==> src/rtl/calc_entry_ctrl.sv <==
// Keypad-entry sequencer: builds sign/num1/operator/num2 from key events and
// runs the start/done handshake with the ALU, with a timeout into ERR.
module calc_entry_ctrl #(
    parameter int NDIG = 3,
    parameter int TMO  = 255
) (
    input  logic                clk1kHz,
    input  logic                rst,
    input  logic                key_valid,
    input  logic [4:0]          key_code,
    input  logic                alu_done,
    input  logic                alu_err,
    output logic [4*NDIG-1:0]   num1_bcd,
    output logic [2:0]          num1_len,
    output logic                num1_neg,
    output logic [1:0]          op_code,
    output logic                op_valid,
    output logic [4*NDIG-1:0]   num2_bcd,
    output logic [2:0]          num2_len,
    output logic                alu_start,
    output logic [2:0]          state,
    output logic                err
);

    typedef enum logic [2:0] {
        S_SIGN = 3'd0,
        S_NUM1 = 3'd1,
        S_NUM2 = 3'd2,
        S_EXEC = 3'd3,
        S_DONE = 3'd4,
        S_ERR  = 3'd5
    } state_t;

    localparam logic [4:0] K_ADD  = 5'd10;
    localparam logic [4:0] K_SUB  = 5'd11;
    localparam logic [4:0] K_DIV  = 5'd13;
    localparam logic [4:0] K_EQ   = 5'd14;
    localparam logic [4:0] K_CLR  = 5'd15;
    localparam logic [4:0] K_BKSP = 5'd16;

    localparam int          TW      = (TMO > 2) ? $clog2(TMO) : 1;
    localparam logic [2:0]  LEN_MAX = 3'(NDIG);
    localparam logic [TW-1:0] T_LAST = TW'(TMO - 1);

    state_t          state_q;
    logic [TW-1:0]   timer;

    logic       is_digit;
    logic       is_op;
    logic [3:0] digit;

    assign is_digit = key_code < 5'd10;
    assign is_op    = (key_code >= K_ADD) && (key_code <= K_DIV);
    assign digit    = key_code[3:0];
    assign state    = state_q;

    function automatic logic [4*NDIG-1:0] bcd_push(input logic [4*NDIG-1:0] bcd,
                                                   input logic [3:0] d);
        logic [4*NDIG-1:0] r;
        r      = bcd << 4;
        r[3:0] = d;
        return r;
    endfunction

    // NOTE: every register here is written with <= so all updates in a cycle
    // see the pre-edge values; mixing in = would make results order-dependent.
    always_ff @(posedge clk1kHz) begin
        if (rst || (key_valid && key_code == K_CLR)) begin
            state_q   <= S_SIGN;
            num1_bcd  <= '0;
            num1_len  <= '0;
            num1_neg  <= 1'b0;
            op_code   <= '0;
            op_valid  <= 1'b0;
            num2_bcd  <= '0;
            num2_len  <= '0;
            alu_start <= 1'b0;
            err       <= 1'b0;
            timer     <= '0;
        end else begin
            alu_start <= 1'b0;
            case (state_q)
                S_SIGN: if (key_valid) begin
                    if (is_digit) begin
                        num1_bcd <= bcd_push(num1_bcd, digit);
                        num1_len <= num1_len + 3'd1;
                        state_q  <= S_NUM1;
                    end else if (key_code == K_SUB) begin
                        num1_neg <= 1'b1;
                        state_q  <= S_NUM1;
                    end
                end

                S_NUM1: if (key_valid) begin
                    if (is_digit) begin
                        if (num1_len < LEN_MAX) begin
                            num1_bcd <= bcd_push(num1_bcd, digit);
                            num1_len <= num1_len + 3'd1;
                        end
                    end else if (is_op) begin
                        if (num1_len != 3'd0) begin
                            op_code  <= 2'(key_code - K_ADD);
                            op_valid <= 1'b1;
                            state_q  <= S_NUM2;
                        end
                    end else if (key_code == K_BKSP) begin
                        if (num1_len != 3'd0) begin
                            num1_bcd <= num1_bcd >> 4;
                            num1_len <= num1_len - 3'd1;
                        end else begin
                            num1_neg <= 1'b0;
                            state_q  <= S_SIGN;
                        end
                    end
                end

                S_NUM2: if (key_valid) begin
                    if (is_digit) begin
                        if (num2_len < LEN_MAX) begin
                            num2_bcd <= bcd_push(num2_bcd, digit);
                            num2_len <= num2_len + 3'd1;
                        end
                    end else if (key_code == K_EQ) begin
                        if (num2_len != 3'd0) begin
                            alu_start <= 1'b1;
                            timer     <= '0;
                            state_q   <= S_EXEC;
                        end
                    end else if (key_code == K_BKSP) begin
                        if (num2_len != 3'd0) begin
                            num2_bcd <= num2_bcd >> 4;
                            num2_len <= num2_len - 3'd1;
                        end else begin
                            op_valid <= 1'b0;
                            op_code  <= '0;
                            state_q  <= S_NUM1;
                        end
                    end
                end

                // A result arriving on the last timer cycle still counts as done.
                S_EXEC: begin
                    if (alu_done) begin
                        err     <= alu_err;
                        state_q <= alu_err ? S_ERR : S_DONE;
                    end else if (timer == T_LAST) begin
                        err     <= 1'b1;
                        state_q <= S_ERR;
                    end else begin
                        timer <= timer + 1'b1;
                    end
                end

                S_DONE: if (key_valid && (is_digit || key_code == K_SUB)) begin
                    num1_bcd <= '0;
                    num1_len <= '0;
                    num1_neg <= 1'b0;
                    op_code  <= '0;
                    op_valid <= 1'b0;
                    num2_bcd <= '0;
                    num2_len <= '0;
                    state_q  <= S_NUM1;
                    if (is_digit) begin
                        num1_bcd <= bcd_push('0, digit);
                        num1_len <= 3'd1;
                    end else begin
                        num1_neg <= 1'b1;
                    end
                end

                S_ERR: ;

                default: state_q <= S_SIGN;
            endcase
        end
    end

endmodule

==> config.mk <==
export PLATFORM = sky130hd
export DESIGN_NAME = calc_entry_ctrl
export DESIGN_NICKNAME = d
export VERILOG_FILES = /design/src/rtl/calc_entry_ctrl.sv
export SDC_FILE = /design/constraint.sdc
export NUM_CORES = 1
export LEC_CHECK = 0
export ABC_AREA = 0
export BUFFER_PORTS_ARGS = -buffer_cell sky130_fd_sc_hd__buf_2
export CORE_MARGIN = 5
export CORE_UTILIZATION = 55
export CTS_CLUSTER_SIZE = 16
export DETAILED_ROUTE_END_ITERATION = 7
export PLACE_DENSITY = 0.75
export SLEW_MARGIN = 25
export SYNTH_ARGS = -nofsm -noshare
export SYNTH_HDL_FRONTEND = slang
export SYNTH_SLANG_ARGS = --single-unit
export TNS_END_PERCENT = 50
==> constraint.sdc <==
create_clock -name clk1kHz -period 3.5 [get_ports clk1kHz]
set_clock_uncertainty 0.2 [all_clocks]
set_input_delay 0.525 -clock clk1kHz [delete_from_list [all_inputs] [get_ports clk1kHz]]
set_output_delay 0.525 -clock clk1kHz [all_outputs]
set_load 0.02 [all_outputs]
==> out/metrics.yaml <==
outcome: "complete, no violations"
numPlacedInstances: 436
fin_crit_ns: 2.68
routabilityCongestion: 0.902
start_util: 0.575
final_util: 0.642
cp-start-kind: "register"
max_stage_delay_ns: 0.67
yosys-top-cells-area: "dfxtp_1, a21oi_1, nor2_1"
critical-path-top-delay-family: "simple AND/OR/NAND/NOR gates"
cap_violations: 0
r2r-start: "state[1]$_SDFFE_PP0P_"
crit_arrival_ns: 2.71
maxSlewViolCount: 0
grt_antenna_before_repair: 0
hp-start: "op_code[1]$_SDFFE_PP0P_"
portBuffers: 48
placed_area_sq_um: 3000
die_w_microns: 80.8
ys_warn_count: 0
hpwlAfterDp_microns: 4970
ff2ff_setup_slack_ns: 0.82
synthesis.area_sq_um: 2750
hold_viol: 0
first_global_vias: 2359
area_growth_pct: 11.5
synth_nets: 353
ctsResizeCount: 0
synth-seq-cells: 47
path_class: "reg -> reg"
grt_max_degree: 27
route.detailed.drc: 0
cpMostUsedCell: "a21oi_1"
drt_iter0_markers: 174
final_net_count: 392
crit_slowest_cell: "dfxtp_1"
syn_inst: 337
r2r_cells: 6
path_max_fanout: 17
synth_flop_cell: "dfxtp_1"
coreArea_sq_um: 4790
die_h_microns: 80.8
hold_buffers: 0
cts_setup_buffers: 0
grt_usage: 0.222
reg2reg_to: "op_code[1]$_SDFFE_PP0P_"
combinationalPowerShare: 0.150
finalSetupViolations: 0
yosys.area.top_type: "dfxtp_1"
max_slew_margin: 0.502
rsz0062_at_grt: "no"
period_share: 0.767
overflow: 0
clkLatencyLatePin_ns: 0.30
crit_required_ns: 3.52
internal_power_uw: 728
cts_made_buffers: 5
final_area_sq_um: 3070
via_count: 2700
p_seq_frac: 0.549
ys_types: 72
worstMarginPinSlew_ns: 0.746
cts_sinks: 47
cts_tree: "yes"
viasPerCell: 6.11
clkPwrFrac: 0.301
async_flop_share: 0
yosysTopAreaCellShare: 0.342
switching_share: 0.282
ir_drop_mv: 0.293
hold_end: "op_code[1]$_SDFFE_PP0P_"
clock-root-buffer: "clkbuf_8"
synth.avg_cell_area_sq_um: 8.17
hold_path_class: "reg -> reg"
tns_ns: 0
clk_pin_slew_worst_paths_ns: 0.08
cellLeakagePower_uw: 0.00117
ys_seq_area_frac: 0.342
p_per_area_nw_per_um2: 330
first_pass_iters: 5
fmaxAchievable_mhz: 373
wl_microns: 7060
cts_max_level: 2
num_rows: 25
endpoint_kind: "register"
dieArea_sq_um: 6520
drtAntennaViolNets: 0
ios: 49
fin_cells: 442
crit_buf_inv: 0
synth_edf_count: 0
wl_per_cell_microns: 16.0
grt_pass1_wl_microns: 11400
worstHoldPathCells: 2
path_cells: "or3b_1 > a21oi_1 > a211oi_2 > o211ai_2 > or4_1 > a21oi_1"
antennaDiodeCount: 0
clockBufferDepth: 2
drive_above_1_share: 0.229
p_switching_uw: 286
totalPowerFinal_uw: 1010
## Yosys cell counts (2+ instances only)
library cell  count
dfxtp_1          47
nand2b_1          3
buf_2            11
buf_6             3
clkbuf_1          3
a21oi_1          30
xnor2_1           2
nor3_1           14
a21o_1            3
nor2_1           40
o21ai_0          22
nand3_1          25
a211oi_1          2
or4_1             3
a31oi_1           6
a22oi_1           5
o21ai_1           2
nand4_1           4
inv_1             8
a211oi_2          6
nand2_1          22
ha_1              5
and3b_1           2
nor3b_1           3
a311oi_1          6
buf_1             2
mux2i_1           8
o21a_1            3
buf_4             3
and3_1            2
## worst max-delay path by stage
stage,startpoint,end,cells after the start
floorplan,key_code[4],num2_len[2]$_SDFFE_PP0P_,8
global placement,key_code[4],num1_len[0]$_SDFFE_PP0P_,7
detailed placement,key_code[4],num1_len[0]$_SDFFE_PP0P_,7
CTS,state[1]$_SDFFE_PP0P_,op_code[1]$_SDFFE_PP0P_,6
global route,state[1]$_SDFFE_PP0P_,op_code[1]$_SDFFE_PP0P_,6
finish,state[1]$_SDFFE_PP0P_,op_code[1]$_SDFFE_PP0P_,6
## kinds of logic after synthesis
group | share of synthesized area
and+or+nand+nor | 0.257
AOI/OAI and AO/OA | 0.274
DFF | 0.342
buffers and inverters | 0.0627
muxes | 0.0291
adders and majority gates | 0.0300
xor gates and xnor gates | 0.00636
## power groups by stage
| stage | Sequential [uW] | Clock [uW] | Combinational [uW] |
|---|---|---|---|
| floorplan | 577 | 0 | 104 |
| global placement | 569 | 0 | 146 |
| detailed placement | 569 | 0 | 149 |
| CTS | 557 | 311 | 150 |
| global route | 559 | 336 | 164 |
| finish | 557 | 305 | 152 |
## sequential cells by signal (all words and copies together), names as in the netlist
signal,cells
err,1
num1_bcd,12
num2_bcd,12
op_code,2
timer,8
num2_len,3
alu_start,1
op_valid,1
num1_neg,1
num1_len,3
state,3
## cell type report
| class | count | area [sq um] |
|---|---|---|
| clock buffers | 6 | 72.6 |
| fillers | 456 | 1720 |
| inverters | 10 | 42.5 |
| multi-input cells | 258 | 1650 |
| flip-flops and latches | 47 | 941 |
| well taps | 67 | 83.8 |
| repair buffers | 54 | 285 |
## cells in the final DEF, fill, tap and decap left out, drive strengths merged, types with 3 or more instances in the layout
cell type,instances
or3b,3
clkbuf,6
nor3,15
or4,3
o21a,3
ha,5
dfxtp,47
a311oi,6
inv,10
nand2,23
nand3,25
a211oi,8
a21oi,32
mux2i,8
nand2b,3
nor3b,4
a22oi,6
a31oi,6
nor2,42
buf,54
o21ai,25
a21o,3
nand4,4
## stage by stage
step	setup slack, ns	hold slack, ns
2_1_floorplan	1.18	0.231
3_3_place_gp	0.724	0.241
3_5_place_dp	0.636	0.247
4_1_cts	0.838	0.260
5_1_grt	0.629	0.296
6_report	0.816	0.261
## per-layer routing
layer  routed length (microns)  GRT usage  share of wire  vias to the layer above
met2                      3240      0.367           0.46                      118
met3                       554     0.0532          0.078                        6
met4                        59     0.0541         0.0084                        0
met5                         0          0              0                        -
li1                          -          -              -                     1316
met1                      3210      0.294           0.45                     1260
## worst register-to-register path, cell delays in order, from the launching register on
cell and delay (ns):
dfxtp_1 0.67, or3b_1 0.47, a21oi_1 0.10, a211oi_2 0.36, o211ai_2 0.22, or4_1 0.44, a21oi_1 0.15
No activity file was read; power rests on OpenSTA's default activity.
